### config.mk
export PLATFORM = sky130hd
export DESIGN_NAME = hsv_core_alu_share_arb
export DESIGN_NICKNAME = d
export VERILOG_FILES = /design/src/rtl/hsv_core_alu_share_arb.sv
export SDC_FILE = /design/constraint.sdc
export NUM_CORES = 1
export LEC_CHECK = 0
export CAP_MARGIN = 10
export CORE_AREA = 2 2 168 170
export CTS_BUF_LIST = sky130_fd_sc_hd__clkbuf_8
export DETAILED_ROUTE_END_ITERATION = 6
export DIE_AREA = 0 0 170 172
export SLEW_MARGIN = 20
export SYNTH_ARGS = -nofsm -noshare
export SYNTH_HDL_FRONTEND = slang
export SYNTH_SLANG_ARGS = --single-unit
### constraint.sdc
create_clock -name clk_core -period 6.35 [get_ports clk_core]
set_input_delay 1.27 -clock clk_core [delete_from_list [all_inputs] [get_ports clk_core]]
set_output_delay 1.27 -clock clk_core [all_outputs]
set_load 0.05 [all_outputs]
### src/rtl/hsv_core_alu_share_arb.sv
// hsv_core_alu_share_arb
// Shares one in-order ALU between N_REQ requesters.
// - Issue side: a combinational round-robin arbiter picks one requester and
//   forwards its payload to the ALU with no added latency.
// - Tag FIFO: records which requester issued each in-flight operation.
//   Because the ALU is in-order, the FIFO head owns the next result.
// - Flush: a small FSM forwards the core's flush to the ALU, discards results
//   while draining, and acknowledges the core for one cycle.
//
// Ports
//   clk_core, rst_core                      clock, async active-low reset
//   req_valid/req_ready/req_data            per-requester issue channel
//   alu_in_valid/alu_in_ready/alu_in_data   issue channel toward the ALU
//   alu_out_valid/alu_out_ready/alu_out_data result channel from the ALU
//   rsp_valid/rsp_ready/rsp_data            per-requester result channel (shared data)
//   flush_req/flush_ack                     flush handshake from the core
//   alu_flush_req/alu_flush_ack             flush handshake toward the ALU
module hsv_core_alu_share_arb #(
  parameter int N_REQ  = 2,
  parameter int DATA_W = 96,
  parameter int RES_W  = 64,
  parameter int DEPTH  = 4
) (
  input  logic                      clk_core,
  input  logic                      rst_core,
  input  logic [N_REQ-1:0]          req_valid,
  output logic [N_REQ-1:0]          req_ready,
  input  logic [N_REQ*DATA_W-1:0]   req_data,
  output logic                      alu_in_valid,
  input  logic                      alu_in_ready,
  output logic [DATA_W-1:0]         alu_in_data,
  input  logic                      alu_out_valid,
  output logic                      alu_out_ready,
  input  logic [RES_W-1:0]          alu_out_data,
  output logic [N_REQ-1:0]          rsp_valid,
  input  logic [N_REQ-1:0]          rsp_ready,
  output logic [RES_W-1:0]          rsp_data,
  input  logic                      flush_req,
  output logic                      flush_ack,
  output logic                      alu_flush_req,
  input  logic                      alu_flush_ack
);

  localparam int TAG_W = $clog2(N_REQ);
  localparam int PTR_W = $clog2(DEPTH);
  localparam int CNT_W = $clog2(DEPTH + 1);

  typedef enum logic [1:0] {IDLE, DRAIN, ACK} flush_state_t;

  flush_state_t      state;
  flush_state_t      state_next;

  logic [TAG_W-1:0]  ptr;
  logic [TAG_W-1:0]  grant_idx;
  logic [TAG_W-1:0]  scan_idx;
  logic [TAG_W-1:0]  tag_mem [DEPTH];
  logic [TAG_W-1:0]  head_tag;
  logic [PTR_W-1:0]  wr_ptr;
  logic [PTR_W-1:0]  rd_ptr;
  logic [CNT_W-1:0]  count;

  logic              fifo_empty;
  logic              fifo_full;
  logic              draining;
  logic              flush_start;
  logic              issue_block;
  logic              push;
  logic              pop;

  // Round-robin scan: walk offsets from the highest down so that the lowest
  // offset from ptr with a valid request is the last (winning) assignment.
  always_comb begin
    grant_idx = '0;
    scan_idx  = '0;
    for (int k = N_REQ - 1; k >= 0; k--) begin
      scan_idx = TAG_W'((int'(ptr) + k) % N_REQ);
      if (req_valid[scan_idx]) begin
        grant_idx = scan_idx;
      end
    end
  end

  assign fifo_empty  = (count == '0);
  assign fifo_full   = (count == CNT_W'(DEPTH));
  assign head_tag    = tag_mem[rd_ptr];
  assign draining    = (state == DRAIN);
  assign flush_start = (state == IDLE) && flush_req;
  // Any flush activity (including the request cycle itself) blocks issue.
  assign issue_block = (state != IDLE) || flush_req;

  // While draining every ALU result is accepted and dropped.
  assign alu_out_ready = draining || (rsp_ready[head_tag] && !fifo_empty);
  assign pop           = !draining && alu_out_valid && alu_out_ready;

  // A full FIFO may still accept a push when the head pops this cycle.
  assign alu_in_valid  = (|req_valid) && !issue_block && (!fifo_full || pop);
  assign push          = alu_in_valid && alu_in_ready;
  assign alu_in_data   = req_data[grant_idx*DATA_W +: DATA_W];

  assign rsp_data      = alu_out_data;
  assign flush_ack     = (state == ACK);
  assign alu_flush_req = (state == DRAIN);

  for (genvar gi = 0; gi < N_REQ; gi++) begin : g_req
    assign req_ready[gi] = push && (grant_idx == TAG_W'(gi));
    assign rsp_valid[gi] = !draining && alu_out_valid && !fifo_empty &&
                           (head_tag == TAG_W'(gi));
  end

  // Flush FSM
  always_comb begin
    state_next = state;
    case (state)
      IDLE:    if (flush_req) state_next = DRAIN;
      DRAIN:   if (alu_flush_ack) state_next = ACK;
      ACK:     state_next = IDLE;
      default: state_next = IDLE;
    endcase
  end

  always_ff @(posedge clk_core or negedge rst_core) begin
    if (!rst_core) begin
      state <= IDLE;
    end else begin
      state <= state_next;
    end
  end

  // Arbiter pointer and tag FIFO bookkeeping
  always_ff @(posedge clk_core or negedge rst_core) begin
    if (!rst_core) begin
      ptr    <= '0;
      wr_ptr <= '0;
      rd_ptr <= '0;
      count  <= '0;
    end else begin
      if (flush_start || draining) begin
        ptr <= '0;
      end else if (push) begin
        ptr <= (grant_idx == TAG_W'(N_REQ - 1)) ? '0 : grant_idx + 1'b1;
      end

      if (draining) begin
        wr_ptr <= '0;
        rd_ptr <= '0;
        count  <= '0;
      end else begin
        if (push) wr_ptr <= wr_ptr + 1'b1;
        if (pop)  rd_ptr <= rd_ptr + 1'b1;
        case ({push, pop})
          2'b10:   count <= count + 1'b1;
          2'b01:   count <= count - 1'b1;
          default: count <= count;
        endcase
      end
    end
  end

  // Tag storage needs no reset: entries are only read when count says valid.
  always_ff @(posedge clk_core) begin
    if (push) begin
      tag_mem[wr_ptr] <= grant_idx;
    end
  end

`ifndef SYNTHESIS
  // A result with no outstanding tag means the ALU broke the protocol.
  a_no_orphan_result : assert property (
    @(posedge clk_core) disable iff (!rst_core)
      ((state == IDLE) && alu_out_valid) |-> !fifo_empty
  );
`endif

endmodule

==> out/metrics.yaml, run 1 <==
yosys:
  yosysUniqueCellTypes: 40
  ys_seq_elements: 14
  synth_edf_count: 4
  synth_ff_type: "dfrtp_1"
  ys_async_sr_fraction: 0.7143
  synth_warnings: 0
  synth_area_leaders: "nand2_1 44%, buf_4 19%, dfrtp_1 9.9%"
  ys_seq_area_frac: 0.1470
  synth_nets: 729
  synth_top_area_frac: 0.4367
  synth_area_sq_um: 2519
  synth_area_leader_cell: "nand2_1"
  yosysMostFrequentCell: "nand2_1"
  netlist_instances: 458
  syn_avg_cell_area_sq_um: 5.499
  synth_commonest_cells: "293 x nand2_1, 64 x buf_4, 19 x clkbuf_1"
detailed_routing:
  drt_wl_total_um: 12570
  wl_per_cell_um: 12.22
  drc: 0
  ant_nets: 0
  viasPerCell: 3.406
  first_pass_iters: 4
  num_vias: 3505
  drt-initial-drc-count: 136
sta:
  whs_ps: 503.6
  setup-tns-final_ps: 0
  setup_viol: 0
  fmax_mhz: 189.1
  grt_setup_unrepaired: "false"
  finalHoldViolations: 0
  fin_crit_ps: 5288
  finalClockSkew_ps: 2.709
  slew_headroom: 0.2967
  drv_slew: 0
  fin_crit_sh: 0.8327
  tightest_slew_ps: 1055
layout:
  fin_util: 0.2005
  final_nets: 955
  area_delta_synth_final_pct: 118.7
  antennaDiodeCount: 0
  drive_above_1_share: 0.02635
  final_cells: 1029
power:
  power_frac_comb: 0.793
  clkPwrFrac: 0.070
  peakVddDrop_mv: 0.09243
  pwr-share-seq: 0.137
  power_mw: 1.046
  p_per_area_nw_per_um2: 189.9
  net-switching-power_mw: 0.5597
  p_int_mw: 0.4866
  p_leak_nw: 2.454
  p_sw_frac: 0.5349
die:
  start_util: 0.09167
  die_w_um: 170
  fp.dieH_um: 172
  core_area_sq_um: 27480
  dieArea_sq_um: 29240
  rows: 61
  io_pins: 434
worst_setup_path:
  critPathRequiredTime_ps: 5080
  worstRegToRegCells: 6
  critical_path_class: "input pin to output port"
  crit_start: "req_valid[0]"
  path_max_fanout: 97
  regToRegSetupSlack_ps: 3770
  arrival_ps: 4020
  cpPeakStageDelay_ps: 800
  crit_end: "alu_in_data[9]"
  cp_cell_sequence: "clkdlybuf4s50_1 > inv_1 > o21ai_4 > buf_4 > nand2_1 > nand2_1 > clkdlybuf4s50_1"
  slowest_stage: "clkdlybuf4s50_1"
  rr_endpoint: "count[2]"
  regToRegStartpoint: "rd_ptr[0]"
  cp-start-kind: "input pin"
  endpoint_kind: "output port"
cts:
  cts_num_sinks: 14
  cts_resized: 0
  clk_pin_slew_ps: 60
  htree_levels: 1
  clock_path_buffers: 2
  root_buffer: "clkbuf_8"
  hold_buffers: 0
  cts_tree: "done"
  clk_latency_ps: 240
  cts_setup_buffers: 0
  cts_buffers: 3
global_route:
  grt_use_total: 0.07291
  grt_pass1_vias: 3179
  grt_first_pass_wirelength_um: 16790
  grt_overflow: 0
  grt_max_degree: 103
  antenna_found_initial: 0
min_path:
  min_path_type: "flip-flop to flip-flop"
run:
  maxCapViolations: 0
outcome:
  outcome: "completed"
place:
  routabilityCongestion: 0.7415
  port_buffers: 305
  dpl.hpwl_um: 10390
  dpl.cell_count: 1025
-- worst min path at each step --
stage / from / end / slack [ps] / depth (start not counted)
global placement: state[1] / state[0] / 480 / 1
detailed placement: state[1] / state[0] / 510 / 1
finish: state[1] / state[0] / 500 / 1
floorplan: state[1] / state[0] / 440 / 1
CTS: state[1] / state[0] / 520 / 1
global route: state[1] / state[0] / 540 / 1
-- cells by family after synthesis --
family | after synthesis | synth area share
DFF | 14 | 0.1470
adders and majority gates | 5 | 0.02782
muxes | 9 | 0.04818
buffers and inverters | 92 | 0.2345
AOI/OAI and AO/OA | 14 | 0.03726
xor gates and xnor gates | 1 | 0.003478
and+or+nand+nor | 323 | 0.5017
-- routing by layer --
layer | track usage | part of all wire | up-vias
met3 | 0.03319 | 0.13 | 14
met4 | 0.01115 | 0.011 | 0
met1 | 0.08282 | 0.38 | 1490
li1 | - | - | 1781
met2 | 0.1280 | 0.48 | 220
met5 | 0 | 0 | -
-- through the flow --
| stage | setup WS, ps | area, sq um |
|---|---|---|
| global placement | 1092 | 5464 |
| global route | 904.6 | 5509 |
| finish | 1062 | 5509 |
| detailed placement | 1085 | 5464 |
| CTS | 1083 | 5509 |
| floorplan | 2406 | 2519 |
-- layout make-up --
cell class / count / area (sq um)
flip-flops and latches: 14 / 370.4
well taps: 346 / 432.9
clock inverters: 1 / 3.754
multi-input cells: 352 / 1569
inverters: 6 / 23.77
repair buffers: 307 / 3068
fillers: 3086 / 21970
clock buffers: 3 / 41.29
-- state kept, by name (all words and copies together) (netlist names) --
signal	count
rd_ptr	2
ptr	1
wr_ptr	2
tag_mem	4
state	2
count	3
-- layout by cell type, fill, tap and decap left out, types with 3 or more instances in the layout --
master           instances
and2_1                   5
clkbuf_8                 3
clkdlybuf4s50_1        305
dfrtp_1                 10
edfxtp_1                 4
ha_1                     4
inv_1                    5
mux2i_1                  4
nand2_1                293
nand3_1                  5
nor2_1                  10
o21ai_0                  3
-- power by group through the flow --
| stage | logic (mW) | registers (mW) | clock network [mW] |
|---|---|---|---|
| after floorplan | 0.614 | 0.137 | 0 |
| after global placement | 0.830 | 0.145 | 0 |
| after detailed placement | 0.834 | 0.146 | 0 |
| after CTS | 0.837 | 0.144 | 0.0768 |
| after global routing | 0.885 | 0.149 | 0.0815 |
| final | 0.829 | 0.144 | 0.0731 |
-- critical path, delay by kind of cell --
family / cells / cell delay (ps)
AOI/OAI and AO/OA: 1 / 160
buffers and inverters: 4 / 2040
and+or+nand+nor: 2 / 400
Power figures use the tool's default switching activity.
==> inputs of run 2 (changes only) <==
--- a/config.mk
+++ b/config.mk
@@ -6,10 +6,10 @@
 export NUM_CORES = 1
 export LEC_CHECK = 0
 export CAP_MARGIN = 10
-export CORE_AREA = 2 2 168 170
+export CORE_AREA = 2 2 170 172
 export CTS_BUF_LIST = sky130_fd_sc_hd__clkbuf_8
 export DETAILED_ROUTE_END_ITERATION = 6
-export DIE_AREA = 0 0 170 172
+export DIE_AREA = 0 0 172 174
 export SLEW_MARGIN = 20
 export SYNTH_ARGS = -nofsm -noshare
 export SYNTH_HDL_FRONTEND = slang
==> constraint.sdc (replaced) <==
create_clock -name clk_core -period 5.1 [get_ports clk_core]
set_input_delay 1.02 -clock clk_core [delete_from_list [all_inputs] [get_ports clk_core]]
set_output_delay 1.02 -clock clk_core [all_outputs]
set_load 0.05 [all_outputs]
==> run 2 against run 1 <==
Net effect:
- first-iteration DRC count down 1.5%
- clock skew shrank 1.9 ps
- non-clock buffer count is 2 higher
- sequential power up 25%
- clock power up 30%
- wire length grew 5.4%
- critical path depth down 1
- setup slack lost 180 ps
- total power rose by 23%
==> out/metrics.yaml, run 2 (same netlist as run 1, synthesis figures left out) <==
global_route:
  antenna_found_initial: 1  # +1
  grt_use_total: 0.07945  # +0.006547
  grt_overflow: 0  # unchanged
  grt_max_degree: 73  # -29%
  grt_pass1_vias: 3477  # +9.4%
  grt_first_pass_wirelength_um: 18600  # +11%
cts:
  htree_levels: 1  # unchanged
  cts_tree: "done"
  clk_latency_ps: 250  # about the same
  cts_buffers: 3  # unchanged
  cts_num_sinks: 14  # unchanged
  cts_resized: 0  # unchanged
  clk_pin_slew_ps: 60  # about the same
  root_buffer: "clkbuf_8"
  cts_setup_buffers: 0  # unchanged
  clock_path_buffers: 2  # unchanged
  hold_buffers: 0  # unchanged
power:
  p_leak_nw: 2.564  # +4.5%
  power_mw: 1.291  # +23%
  peakVddDrop_mv: 0.08758  # -5.3%
  p_per_area_nw_per_um2: 240.2  # +26%
die:
  core_area_sq_um: 28240  # +2.8%
  dieArea_sq_um: 29930  # +2.4%
  start_util: 0.08920  # -0.002470
  rows: 62  # +1.6%
  io_pins: 434  # unchanged
  fp.dieH_um: 174  # +1.2%
  die_w_um: 172  # +1.2%
place:
  port_buffers: 305  # unchanged
  dpl.cell_count: 1065  # +3.9%
  dp_slack_ps: 880.7  # -204.1 ps
  routabilityCongestion: 0.7776  # +4.9%
  dpl.hpwl_um: 11410  # +9.8%
worst_setup_path:
  critical_path_class: "input pin to output port"
  cp-start-kind: "input pin"
  slowest_stage: "clkdlybuf4s50_1"
  crit_path_frequent_cell: "clkdlybuf4s50_1"
  endpoint_kind: "output port"
  cpPeakStageDelay_ps: 840  # +40 ps
  critPathRequiredTime_ps: 4080  # -1000 ps
  regToRegSetupSlack_ps: 2430  # -1340 ps
  path_max_fanout: 6  # -94%
  arrival_ps: 3200  # -820 ps
  cp_cell_sequence: "clkdlybuf4s50_1 > o21ba_1 > and3_1 > o21ai_2 > nor2_1 > clkdlybuf4s50_1"
layout:
  layout_commonest_cell: "nand2_1"
  nFillCells: 3238  # +4.9%
  largest_reg_flops: 4  # unchanged
  fin_util: 0.1903  # -0.01019
  largest-register: "tag_mem"
  drive_above_1_share: 0.1606  # +0.1342
  area_delta_synth_final_pct: 113.4
  final_cells: 1070  # +4.0%
  final_cell_mix: "293 x nand2_1, 215 x clkdlybuf4s50_1, 92 x buf_4"
  largestRegisters: "tag_mem x4, count x3"
  final_nets: 957  # +0.21%
detailed_routing:
  drc: 0  # unchanged
  drt-initial-drc-count: 134  # -1.5%
  viasPerCell: 3.370  # -1.1%
  wl_per_cell_um: 12.38  # +1.3%
  ant_nets: 0  # unchanged
  drt_wl_total_um: 13250  # +5.4%
  first_pass_iters: 4  # unchanged
  num_vias: 3606  # +2.9%
sta:
  grt_setup_unrepaired: "false"
  finalHoldViolations: 0  # unchanged
  finalClockSkew_ps: 0.8086  # -1.900 ps
  fin_crit_ps: 4216
  fin_crit_sh: 0.8267
  drv_slew: 0  # unchanged
  setup_viol: 0  # unchanged
  setup-tns-final_ps: 0  # unchanged
  fmax_mhz: 237.2
  tightest_slew_ps: 523.9  # -531.0 ps
  slew_headroom: 0.6496  # +0.3529
  setup_ws_ps: 884.1  # -178.2 ps
min_path:
  min_path_type: "flip-flop to flip-flop"
run:
  maxCapViolations: 0  # unchanged
outcome:
  outcome: "completed"
run 2: power breakdown:
part,internal (mW),switching (mW)
Sequential,0.143,0.0366
Combinational,0.385,0.631
Clock,0.0534,0.0413
run 2: per-layer routing:
layer | share of wire | track usage | up-vias | wire, um
met5 | 0 | 0 | - | 0
met4 | 0.029 | 0.02416 | 0 | 378
met3 | 0.12 | 0.02846 | 32 | 1618
met2 | 0.49 | 0.1474 | 223 | 6520
met1 | 0.36 | 0.08267 | 1565 | 4732
li1 | - | - | 1786 | -
run 2: final cells by class:
cell class                      instances  area, sq um  share of cell area
Clock inverter                          1        3.754           0.0006985
Timing Repair Buffer                  309         2883              0.5364
Multi-Input combinational cell        352         1569              0.2920
Antenna cell                            1        2.502           0.0004657
Inverter                                6        23.77            0.004424
Sequential cell                        14        370.4             0.06892
Clock buffer                            3        41.29            0.007683
Tap cell                              384        480.5             0.08941
run 2: metrics by stage:
| stage | area, sq um | hold slack [ps] |
|---|---|---|
| finish | 5374 | 498.5 |
| detailed placement | 5326 | 486.7 |
| floorplan | 2519 | 439.4 |
| global route | 5371 | 528.5 |
| CTS | 5371 | 495.4 |
| global placement | 5326 | 470.2 |
run 2: critical path: cells and delay by family:
kind / cells / cell delay, ps
buffers and inverters: 2 / 1370
AND/OR/NAND/NOR: 2 / 460
AO/OA/AOI/OAI: 2 / 350
run 2: path summary, 6_finish.rpt:
check,from,end,depth (start not counted)
setup / recovery,req_valid[1],req_ready[1],6
hold / removal,state[1],state[0],1
setup reg to reg,rd_ptr[0],count[2],6
hold reg to reg,state[1],state[0],1
max in group asynchronous,rst_core,state[1],1
min in group asynchronous,rst_core,state[0],1
==> variant: new RTL, config.mk and constraints of run 2 <==
Make the reset (`rst_core`) synchronous in 2 clocked blocks. Comments in the files are not updated.
--- a/src/rtl/hsv_core_alu_share_arb.sv
+++ b/src/rtl/hsv_core_alu_share_arb.sv
@@ -119,5 +119,5 @@
   end
 
-  always_ff @(posedge clk_core or negedge rst_core) begin
+  always_ff @(posedge clk_core) begin
     if (!rst_core) begin
       state <= IDLE;
@@ -128,5 +128,5 @@
 
   // Arbiter pointer and tag FIFO bookkeeping
-  always_ff @(posedge clk_core or negedge rst_core) begin
+  always_ff @(posedge clk_core) begin
     if (!rst_core) begin
       ptr    <= '0;
Check against the original RTL: differs if rst_core is asserted again (counterexample within 4 cycles, from zero or initial values and one cycle with rst_core low); with rst_core held inactive, the same outputs for 4 cycles.
==> variant against run 2 <==
  * Count of clock-buffer cells in the layout is 1 higher
  * Synthesized area shrank 1.9%
  * Combinational power down 36%
  * Sequential share of layout area fell by 0.12 points
  * Worst setup slack improved by 65 ps
  * Design area shrank 0.91%
  * Clock skew up 1.6 ps
  * Utilization decreased by 0.17 points
  * Synthesized cell count up 0.22%
  * Sequential cell count rose by 2
  * Routed wire length shrank 0.42%
  * Die area did not move
  * Sequential power fell by 24%
  * Power is 31% lower
==> variant: results (changes against run 2) <==
[logic_synthesis]
synthesis.nets = 731  ; +0.27%
ys_async_sr_fraction_pct = 0  ; -71 points
synth.cells.most_frequent = nand2_1, buf_4, clkbuf_1, dfxtp_1, nor2_1
yosys.area_share.adder_pct = 3.34  ; +0.56 points
synth_compound_area_share_pct = 3.44  ; -0.28 points
yosys.area_share.xor_xnor_pct = 1.42  ; +1.1 points
synthFlopType = dfxtp_1
ys_seq_area_share_pct = 14.6  ; -0.12 points
synth_area_leaders = nand2_1, buf_4, dfxtp_1, edfxtp_1, clkbuf_1
synth.area.mux_share_pct = 1.52  ; -3.3 points
synth_cell_type_count = 31  ; -23%
synthesis.instances = 459  ; +0.22%

[sta]
fin_crit_sh_pct = 81.4  ; -1.3 points
fin_worst_skew_ps = 2.40  ; +1.59 ps
slew_headroom_pct = 62.5  ; -2.5 points
hold_slack_ps = 498  ; -0.698 ps

[worst_setup_path]
r2r_end = count[2]
crit-reg2reg-launch = tag_mem[3]
cp.arrival_ps = 3130  ; -70 ps
rr_worst_depth = 10  ; +4
regToRegSetupSlack_ps = 2160  ; -270 ps
cpMaxStageDelayCell = clkdlybuf4s50_1
cp_max_fo = 3  ; -3

[hold_path]
hold_path_depth = 2  ; +1
min_from = count[2]
min_to = count[2]

[routing]
vias_per_cell = 3.28  ; -2.6%
met1_length_mm = 4.79  ; +1.1%
routed-wl-met3_mm = 1.59  ; -2.0%
drtIter0Drc = 86  ; -36%
wl_mm = 13.2  ; -0.42%
routed.top_layer = met3
wl_met2_mm = 6.82  ; +4.6%
vias = 3520  ; -2.4%

[grt]
met2_usage_pct = 15.1  ; +0.33 points
grt_pass1_wl_mm = 19.0  ; +2.2%
grt_max_degree = 54  ; -26%
grt_use_met1_pct = 8.54  ; +0.28 points
grt_pass1_vias = 3392  ; -2.4%
track_usage_pct = 8.08  ; +0.14 points
antenna_found_initial = 0  ; -1
grt_use_met3_pct = 3.89  ; +1.0 points

[placed_design]
place_area_sq_um = 5270  ; -1.1%
place.gp.congestion = 0.755  ; -2.9%
dpl_worst_slack_ps = 986  ; +106 ps
io_buffers = 305  ; unchanged
dp_cells = 1068  ; +0.28%
dp_hpwl_mm = 11.4  ; +0.11%

[power_and_ir_drop]
p_leak_nw = 2.52  ; -1.9%
worst_ir_drop_vdd_mv = 0.0613  ; -30%

[finish]
diodes = 0  ; -1
nFillCells = 3283  ; +1.4%
nNetsFinal = 961  ; +0.42%

[outcome]
status = finished clean

[clock_network]
cts_buffers = 3  ; unchanged

## variant: layout make-up
| cell class | count | area [sq um] | area share [%] |
|---|---|---|---|
| clock buffer | 4 | 55.1 | 1.03 |
| inverter | 9 | 35.0 | 0.658 |
| multi-input combinational | 350 | 1530 | 28.7 |
| sequential | 16 | 360 | 6.77 |
| tap | 384 | 480 | 9.02 |
| timing repair buffer | 309 | 2870 | 53.8 |
## variant: worst register-to-register path, stage by stage, from the launching register on
cell and delay [ps]:
edfxtp_1 360, mux4_2 530, mux2_4 370, a21o_1 280, nand2_2 130, ha_1 190
inv_1 60, fa_1 370, xor2_1 160, or3_1 300, a21oi_1 130
## variant: power breakdown
group | internal [mW] | switching [mW] | total [mW]
Sequential | 0.133 | 0.00284 | 0.136
Clock | 0.0683 | 0.0409 | 0.109
Combinational | 0.264 | 0.387 | 0.652
Total | 0.466 | 0.431 | 0.897
